==> src/rtl/debug_scan_master_if.sv <==
// Command/response channel between a host agent and debug_scan_master.
// master = host agent side, slave = debug_scan_master side.
interface debug_scan_master_if #(
  parameter int unsigned ADDR_W = 7,
  parameter int unsigned DATA_W = 32
);
  logic              cmd_valid;
  logic              cmd_ready;
  logic [1:0]        cmd_op;
  logic [ADDR_W-1:0] cmd_addr;
  logic              rsp_valid;
  logic              rsp_ready;
  logic [ADDR_W-1:0] rsp_addr;
  logic [DATA_W-1:0] rsp_data;
  logic              rsp_last;

  modport master (
    output cmd_valid, cmd_op, cmd_addr, rsp_ready,
    input  cmd_ready, rsp_valid, rsp_addr, rsp_data, rsp_last
  );

  modport slave (
    input  cmd_valid, cmd_op, cmd_addr, rsp_ready,
    output cmd_ready, rsp_valid, rsp_addr, rsp_data, rsp_last
  );
endinterface

==> src/rtl/debug_scan_master.sv <==
// Command/response engine driving the CPU debug port: run, step, peek and range scan.
// Optional DBG_MULTISTEP_EN: STEP takes its step count from cmd_addr (0 means 1).
module debug_scan_master #(
  parameter int unsigned ADDR_W   = 7,
  parameter int unsigned DATA_W   = 32,
  parameter int unsigned NUM_REGS = 40,
  parameter int unsigned STEP_CYC = 2,
  parameter int unsigned SETTLE   = 2
) (
  input  logic                  clk,
  input  logic                  rst,
  debug_scan_master_if.slave    host,
  output logic                  busy,
  output logic                  debug_en,
  output logic                  debug_step,
  output logic [ADDR_W-1:0]     debug_addr,
  input  logic [DATA_W-1:0]     debug_data
);

  typedef enum logic [2:0] {
    StIdle, StRunning, StStepHi, StStepLo, StSettle, StSample, StResp
  } state_e;

  localparam logic [1:0]        OpRun  = 2'b00;
  localparam logic [1:0]        OpStep = 2'b01;
  localparam logic [1:0]        OpScan = 2'b10;
  localparam logic [1:0]        OpPeek = 2'b11;
  localparam logic [7:0]        StepLast   = 8'(STEP_CYC - 1);
  localparam logic [7:0]        SettleLast = 8'(SETTLE - 1);
  localparam logic [ADDR_W-1:0] LastAddr   = ADDR_W'(NUM_REGS - 1);

  state_e            state_q;
  logic [7:0]        cnt_q;
  logic [ADDR_W-1:0] steps_q;
  logic              scan_q;
  logic              resume_q;
  logic              rsp_valid_q;
  logic [ADDR_W-1:0] rsp_addr_q;
  logic [DATA_W-1:0] rsp_data_q;
  logic              rsp_last_q;
  logic              idle_or_run;
  logic [ADDR_W-1:0] step_req;

  always_comb begin
`ifdef DBG_MULTISTEP_EN
    step_req = (host.cmd_addr == '0) ? ADDR_W'(1) : host.cmd_addr;
`else
    step_req = ADDR_W'(1);
`endif
  end

  assign idle_or_run    = (state_q == StIdle) || (state_q == StRunning);
  assign busy           = !idle_or_run;
  assign host.cmd_ready = idle_or_run;
  assign host.rsp_valid = rsp_valid_q;
  assign host.rsp_addr  = rsp_addr_q;
  assign host.rsp_data  = rsp_data_q;
  assign host.rsp_last  = rsp_last_q;

  always_ff @(posedge clk or negedge rst) begin
    if (!rst) begin
      state_q     <= StIdle;
      cnt_q       <= '0;
      steps_q     <= '0;
      scan_q      <= 1'b0;
      resume_q    <= 1'b0;
      debug_en    <= 1'b1;
      debug_step  <= 1'b0;
      debug_addr  <= '0;
      rsp_valid_q <= 1'b0;
      rsp_addr_q  <= '0;
      rsp_data_q  <= '0;
      rsp_last_q  <= 1'b0;
    end else begin
      unique case (state_q)
        StIdle, StRunning: begin
          if (host.cmd_valid) begin
            cnt_q <= '0;
            unique case (host.cmd_op)
              OpRun: begin
                debug_en <= 1'b0;
                state_q  <= StRunning;
              end
              OpStep: begin
                debug_en <= 1'b1;
                steps_q  <= step_req;
                scan_q   <= 1'b0;
                // Coming out of free-run, give the CPU one halted cycle before the pulse.
                resume_q   <= (state_q == StRunning);
                debug_step <= (state_q != StRunning);
                state_q    <= StStepHi;
              end
              OpScan: begin
                debug_en   <= 1'b1;
                debug_addr <= '0;
                scan_q     <= 1'b1;
                state_q    <= StSettle;
              end
              OpPeek: begin
                debug_en   <= 1'b1;
                debug_addr <= host.cmd_addr;
                scan_q     <= 1'b0;
                state_q    <= StSettle;
              end
            endcase
          end
        end
        StStepHi: begin
          if (resume_q) begin
            resume_q   <= 1'b0;
            debug_step <= 1'b1;
          end else if (cnt_q == StepLast) begin
            cnt_q      <= '0;
            debug_step <= 1'b0;
            state_q    <= StStepLo;
          end else begin
            cnt_q <= cnt_q + 8'd1;
          end
        end
        StStepLo: begin
          if (cnt_q == StepLast) begin
            cnt_q <= '0;
            if (steps_q > ADDR_W'(1)) begin
              steps_q    <= steps_q - ADDR_W'(1);
              debug_step <= 1'b1;
              state_q    <= StStepHi;
            end else begin
              state_q <= StSettle;
            end
          end else begin
            cnt_q <= cnt_q + 8'd1;
          end
        end
        StSettle: begin
          if (cnt_q == SettleLast) begin
            cnt_q   <= '0;
            state_q <= StSample;
          end else begin
            cnt_q <= cnt_q + 8'd1;
          end
        end
        StSample: begin
          rsp_data_q <= debug_data;
          rsp_addr_q <= debug_addr;
          rsp_last_q <= !scan_q || (debug_addr == LastAddr);
          state_q    <= StResp;
        end
        StResp: begin
          if (!rsp_valid_q) begin
            rsp_valid_q <= 1'b1;
          end else if (host.rsp_ready) begin
            rsp_valid_q <= 1'b0;
            if (scan_q && (debug_addr != LastAddr)) begin
              debug_addr <= debug_addr + ADDR_W'(1);
              state_q    <= StSettle;
            end else begin
              scan_q  <= 1'b0;
              state_q <= StIdle;
            end
          end
        end
        default: state_q <= StIdle;
      endcase
    end
  end

endmodule

==> src/flat_wrapper.sv <==
// flat-port wrapper written by rule: the top's interface ports become plain ports
module debug_scan_master_flat 
#(
  parameter int unsigned ADDR_W   = 7,
  parameter int unsigned DATA_W   = 32,
  parameter int unsigned NUM_REGS = 40,
  parameter int unsigned STEP_CYC = 2,
  parameter int unsigned SETTLE   = 2
)
  (clk, rst, busy, debug_en, debug_step, debug_addr, debug_data, host_cmd_valid, host_cmd_op, host_cmd_addr, host_rsp_ready, host_cmd_ready, host_rsp_valid, host_rsp_addr, host_rsp_data, host_rsp_last);
  debug_scan_master_if #(.ADDR_W(ADDR_W), .DATA_W(DATA_W)) host_i ();
  input  logic clk;
  input  logic rst;
  output logic busy;
  output logic debug_en;
  output logic debug_step;
  output logic [ADDR_W-1:0] debug_addr;
  input  logic [DATA_W-1:0] debug_data;
  input wire logic [$bits(host_i.cmd_valid)-1:0] host_cmd_valid;
  input wire logic [$bits(host_i.cmd_op)-1:0] host_cmd_op;
  input wire logic [$bits(host_i.cmd_addr)-1:0] host_cmd_addr;
  input wire logic [$bits(host_i.rsp_ready)-1:0] host_rsp_ready;
  output wire logic [$bits(host_i.cmd_ready)-1:0] host_cmd_ready;
  output wire logic [$bits(host_i.rsp_valid)-1:0] host_rsp_valid;
  output wire logic [$bits(host_i.rsp_addr)-1:0] host_rsp_addr;
  output wire logic [$bits(host_i.rsp_data)-1:0] host_rsp_data;
  output wire logic [$bits(host_i.rsp_last)-1:0] host_rsp_last;
  assign host_i.cmd_valid = host_cmd_valid;
  assign host_i.cmd_op = host_cmd_op;
  assign host_i.cmd_addr = host_cmd_addr;
  assign host_i.rsp_ready = host_rsp_ready;
  assign host_cmd_ready = host_i.cmd_ready;
  assign host_rsp_valid = host_i.rsp_valid;
  assign host_rsp_addr = host_i.rsp_addr;
  assign host_rsp_data = host_i.rsp_data;
  assign host_rsp_last = host_i.rsp_last;
  debug_scan_master #(.ADDR_W(ADDR_W), .DATA_W(DATA_W), .NUM_REGS(NUM_REGS), .STEP_CYC(STEP_CYC), .SETTLE(SETTLE)) u_core (.clk(clk), .rst(rst), .host(host_i), .busy(busy), .debug_en(debug_en), .debug_step(debug_step), .debug_addr(debug_addr), .debug_data(debug_data));
endmodule
==> config.mk <==
export PLATFORM = sky130hd
export DESIGN_NAME = debug_scan_master_flat
export DESIGN_NICKNAME = d
export VERILOG_FILES = /design/src/rtl/debug_scan_master_if.sv /design/src/rtl/debug_scan_master.sv /design/src/flat_wrapper.sv
export SDC_FILE = /design/constraint.sdc
export NUM_CORES = 1
export LEC_CHECK = 0
export BUFFER_PORTS_ARGS = -buffer_cell sky130_fd_sc_hd__buf_2
export CAP_MARGIN = 20
export CORE_UTILIZATION = 49
export CTS_BUF_LIST = sky130_fd_sc_hd__clkbuf_4 sky130_fd_sc_hd__clkbuf_8
export DETAILED_ROUTE_END_ITERATION = 6
export PLACE_DENSITY = 0.79
export SLEW_MARGIN = 20
export SYNTH_ARGS = -nofsm -noshare
export SYNTH_HDL_FRONTEND = slang
export SYNTH_SLANG_ARGS = --single-unit
==> constraint.sdc <==
create_clock -name clk -period 1.8 [get_ports clk]
set_input_delay 0.09 -clock clk [delete_from_list [all_inputs] [get_ports clk]]
set_output_delay 0.09 -clock clk [all_outputs]
set_load 0.01 [all_outputs]
* Word-level counts from Yosys, hierarchy flattened
Cells that the tools add are included.
** Word-level totals
- Logic and storage cells :: 113
- Register bits after elaboration :: 70
- Input bits :: 45
- Output and inout bits :: 52
** Operators by class
- Add/sub/neg operators :: 3
- Order comparisons :: 1
- Multiplexer cells :: 45
- Reduce and logical (&&, ||, !) cells :: 25
- Equal/unequal tests :: 27
** Operators with widths (number)
- 7-bit two-way mux :: 8
- 7-bit one-hot mux with 2 select lines :: 3
- 3-bit two-way mux :: 9
- 8-bit two-way mux :: 3
- 8-bit one-hot mux with 3 select lines :: 1
- 3-bit one-hot mux with 6 select lines :: 1
- 6-bit AND reduction :: 3
- 1-bit two-way mux :: 14
- 2-bit by 1-bit inequality test with 1-bit output (second input constant) :: 6
- 2-bit inequality test (second input constant) :: 5
- 3-bit == test (second input constant) :: 3
- 3-bit one-hot mux with 3 select lines :: 1
- 8-bit by 1-bit adder with 8-bit output (second input constant) :: 1
- 8-bit by 1-bit == test with 1-bit output (second input constant) :: 1
- 1-bit one-hot mux with 2 select lines :: 4
- 2-bit OR reduction :: 4
- 7-bit by 1-bit adder with 7-bit output (second input constant) :: 1
- 7-bit by 6-bit == test with 1-bit output (second input constant) :: 1
- 7-bit by 1-bit > comparator with 1-bit output (second input constant) :: 1
- 7-bit by 6-bit inequality test with 1-bit output (second input constant) :: 1
- 7-bit AND reduction :: 1
- 7-bit by 1-bit subtractor with 7-bit output (second input constant) :: 1
- 3-bit by 2-bit == test with 1-bit output (second input constant) :: 2
- 3-bit by 1-bit inequality test with 1-bit output (second input constant) :: 2
- 16 further kinds :: 24

* Depth between registers and ports, before layout
- Depth in word-level cells :: 6
- Gate-level depth with buffers :: 7

* Worst setup path before layout
No wires, ideal clock.
- Kind :: reg2reg
- Start :: register u_core.debug_addr[0]
- End :: register u_core.debug_addr[1]
- Data required time :: 1.675 ns
- Stages on the path, launching flop included :: 6
- Slack :: 0.018 ns
- Setup time :: 0.125 ns
- Buffers on the path :: 0
- Data arrival time :: 1.657 ns
- Cells stage by stage :: dfrtp_1 -> ha_1 -> nand4bb_1 -> o211ai_1 -> a21oi_2 -> mux2_2
** On the way
- Word-level cells in the longest chain between the ends :: 5
- Elaborated cells on any way between the ends :: 9
** Ends and longest elaborated chain
- from (decl) :: line debug_scan_master.sv:16 : output logic [ADDR_W-1:0] debug_addr,
- from (signal assigned) :: line debug_scan_master.sv:101 : debug_addr <= host.cmd_addr;
- from (signal assigned) :: line debug_scan_master.sv:154 : debug_addr <= debug_addr + ADDR_W'(1);
- 7-bit by 1-bit adder with 7-bit output :: line debug_scan_master.sv:154
- 7-bit two-way mux :: line debug_scan_master.sv:153 : if (scan_q && (debug_addr != LastAddr)) begin
- 7-bit two-way mux :: line debug_scan_master.sv:151 : end else if (host.rsp_ready) begin
- 7-bit two-way mux :: line debug_scan_master.sv:149 : if (!rsp_valid_q) begin
- 7-bit one-hot mux with 2 select lines :: line debug_scan_master.sv:75 : unique case (state_q)
Parallel ways exist; a longest one is shown, timed or not. The select of a mux whose other input is x is not followed.
A chain may end at the register's enable or synchronous reset.

* Final worst setup path
- Start :: register u_core.cnt_q[1]
- End :: register u_core.steps_q[1]
** On the way
- Word-level cells in the longest chain between the ends :: 3
** Ends and longest elaborated chain
- from (decl) :: line debug_scan_master.sv:33 : logic [7:0] cnt_q;
- from (signal assigned) :: line debug_scan_master.sv:117 : cnt_q <= cnt_q + 8'd1;
- from (signal assigned) :: line debug_scan_master.sv:131 : cnt_q <= cnt_q + 8'd1;
- from (signal assigned) :: line debug_scan_master.sv:139 : cnt_q <= cnt_q + 8'd1;
- 8-bit by 1-bit == test with 1-bit output :: line debug_scan_master.sv:121 : if (cnt_q == StepLast) begin
- 2-bit by 1-bit inequality test with 1-bit output (no source line)
- 5-bit AND reduction (no source line)
- to (signal assigned) :: line debug_scan_master.sv:86 : steps_q <= step_req;
- to (signal assigned) :: line debug_scan_master.sv:124 : steps_q <= steps_q - ADDR_W'(1);
- to (decl) :: line debug_scan_master.sv:34 : logic [ADDR_W-1:0] steps_q;
No other way between the ends.

==> impl_metrics.toml <==
[outcome]
run_status = "finished, final reports clean"

[timing]
fmax_mhz = 578
worst_pin_slew_ps = 424
drv_slew = 0
rsz0062_at_grt = "yes"
hold_ws_ps = 18.3
worst_slack_ps = 69.2
slew_headroom_pct = 71.5
final-setup-viol-count = 0
fin_skew_ps = 9.82
finalCriticalPeriod_ps = 1730
timing.setup.tns_ps = 0
finalCritPeriodShare_pct = 96.2
final-hold-violation-count = 0

[finish]
nets = 514
fillers = 486
multiInputGateArea_mm2 = 0.00168
antenna_cells = 0
ff_latch_area_mm2 = 0.00175
layout.cells.most_common = "buf_2"
final_cell_mix = "96 x buf_2, 68 x dfrtp_1, 39 x mux2_2"
syn_to_final_growth_pct = 38.1
final_layout_size_suffix_gt1_share_pct = 42.2
fin_area_mm2 = 0.00483

[hold_path]
hold_end = "u_core.debug_en$_DFFE_PN1P_"
hold_start = "host_cmd_valid"
hold_depth = 4
min-delay-path-class = "input port to flop"

[worst_setup_path]
crit_cells = 7
cp-end-kind = "flop"
cp_slowest_cell = "dfrtp_1"
worstSetupStartpointType = "flop"
critPathRequiredTime_ps = 2040
crit_fanout = 5
critPathMaxStageDelay_ps = 390
crit_arrival_ps = 1970
r2r-start = "u_core.cnt_q[1]$_DFFE_PN0P_"
crit_type = "flop to flop"
path_delay_family = "flip-flops"
worstPathBufferInverterCount = 2
r2r_slack_ps = 70
reg2regPathDepth = 7
timing.rr.end = "u_core.steps_q[1]$_DFFE_PN0P_"
path_cells = "inv_1, ha_1, nor4b_4, buf_4, nand3_4, a22o_4, mux2_4"

[pwr]
irDropWorstVdd_v = 0.000626
p_switching_mw = 0.806
powerDensity_mw_per_mm2 = 638
p_seq_share_pct = 52.8
switching_share_pct = 26.1
combPwrFrac_pct = 8.3
internal_power_mw = 2.28
power_mw = 3.08
p_leak_nw = 2.27
clkPwrFrac_pct = 38.9

[synthesis]
syn_nets = 361
ys.flop_type = "dfrtp_1"
avgSynthCellArea_um2 = 11.3
syn_inst = 311
synth-edff-count = 0
async_flop_share_pct = 100
post_synth_num_cell_types = 57
synth_warnings = 0
seq_area_frac_synth_pct = 50.1
netlist_area_mm2 = 0.00350
yosys_register_bits = 70

[clock_network]
clk_pin_slew_ps = 80
cts_num_sinks = 70
cts_made_buffers = 9
htree_levels = 3
cts-root-buf = "clkbuf_8"
cts_tree = "yes"
clk-insertion-delay-late_ps = 360
max-clock-path-buffers = 2

[run]
maxCapViolCount = 0

[routing]
drt_iter0_drc = 264
ant_nets = 0
wl_per_cell_um = 15.9
dr_total_vias = 3135
drt-pass1-iter-count = 5
routed_via_density = 5.55
drc = 0
totalWireLength_um = 8960

[floorplanning]
core_area_mm2 = 0.00683
die_w_um = 86.5
io_pins = 97
initial_core_util_pct = 51.2
die_y_um = 86.5
rows = 30
die-area_mm2 = 0.00748

[placement]
gp_congestion = 0.912
numPortBuffers = 96
placed_cell_area_mm2 = 0.00426
post-dp-hpwl_um = 5950
preCtsSetupSlack_ps = 53.7

[grt]
grtUsageTotal_pct = 25.3
grt_antenna_before_repair = 0
overflow = 0
grt_pass1_wl_um = 14600
grt_max_degree = 44
grt_pass1_vias = 3177
[repair_timing]
item,in CTS,in global routing
setup endpoints to repair,0,8
setup buffers,0,2
resized for setup,0,7
hold endpoints to repair,78,0
hold buffers,33,0
[tightest hold or removal path: cells and delay by family]
kind	cells	cell delay (ps)
and+or+nand+nor	3	150
buffers and inverters	1	120
[cell type report]
cell class,count,share of cell area (%)
clock buffer,9,2.56
inverter,11,0.854
multi-input combinational,216,34.8
sequential,70,36.3
timing repair buffer,156,21.7
clock inverter,7,1.27
tap,96,2.49
[power groups by stage]
stage,combinational [mW],clock [mW],sequential (mW)
global placement,0.193,0,1.65
floorplan,0.0428,0,1.67
finish,0.256,1.20,1.63
detailed placement,0.198,0,1.66
global route,0.280,1.29,1.63
CTS,0.254,1.22,1.63
[synth_stat cells, types with 4 or more instances]
cell type / n / area [um^2]
dfrtp_1: 69 / 1730
mux2_2: 39 / 439
o21ai_0: 19 / 95.1
nand2_1: 16 / 60.1
nand3_1: 13 / 65.1
a21oi_1: 11 / 55.1
inv_1: 11 / 41.3
nor2_1: 11 / 41.3
buf_2: 8 / 40.0
a22o_1: 6 / 52.6
a31oi_1: 6 / 37.5
clkbuf_1: 5 / 18.8
ha_1: 5 / 62.6
nand2b_1: 5 / 31.3
nor3_1: 5 / 25.0
a211oi_1: 4 / 30.0
a2bb2oi_1: 4 / 35.0
and2_1: 4 / 25.0
nor2b_1: 4 / 25.0
o2bb2ai_1: 4 / 35.0
[how the worst max path moves through the flow]
stage          slack, ps                              from                                to
3_3_place_gp         110       u_core.cnt_q[1]$_DFFE_PN0P_       u_core.cnt_q[6]$_DFFE_PN0P_
3_5_place_dp          50     u_core.steps_q[0]$_DFFE_PN0P_     u_core.steps_q[6]$_DFFE_PN0P_
2_1_floorplan         20  u_core.debug_addr[0]$_DFFE_PN0P_  u_core.debug_addr[1]$_DFFE_PN0P_
5_1_grt              -10       u_core.cnt_q[1]$_DFFE_PN0P_     u_core.steps_q[1]$_DFFE_PN0P_
6_report              70       u_core.cnt_q[1]$_DFFE_PN0P_     u_core.steps_q[1]$_DFFE_PN0P_
4_1_cts               20     u_core.steps_q[1]$_DFFE_PN0P_     u_core.steps_q[6]$_DFFE_PN0P_
[sequential cells by signal, summed over array words and instances (netlist names)]
signal                 count
u_core.host.rsp_last       1
u_core.host.rsp_addr       7
u_core.host.rsp_data      32
u_core.debug_step          1
u_core.cnt_q               8
u_core.host.rsp_valid      1
u_core.scan_q              1
u_core.debug_en            1
u_core.resume_q            1
u_core.state_q             3
u_core.debug_addr          7
u_core.steps_q             7
[per-layer routing]
metal  share of wire [%]  track usage (%)  vias to the layer above
met5                   0                0                        -
met4                 1.7             8.64                        0
met3                 4.9             5.33                       18
met2                  52             42.9                      117
met1                  41             32.3                     1533
li1                    -                -                     1467
[metrics by stage]
| step | cells | util, % |
|---|---|---|
| floorplan | 311 | - |
| global placement | 514 | 62.4 |
| detailed placement | 514 | 62.4 |
| CTS | 563 | 69.9 |
| global route | 565 | 70.8 |
| finish | 565 | 70.8 |
[cells by family (layout without fill, tap and decap cells)]
family	Yosys count	in the layout	share of synthesized area, %
adder cells (fa/ha/maj)	5	5	1.79
AO/OA/AOI/OAI	81	81	16.2
AND/OR/NAND/NOR	87	87	14.8
multiplexers	43	43	14.0
flip-flops	70	70	50.1
buffers and inverters	25	183	3.07
No activity file was read; power rests on OpenSTA's default activity.
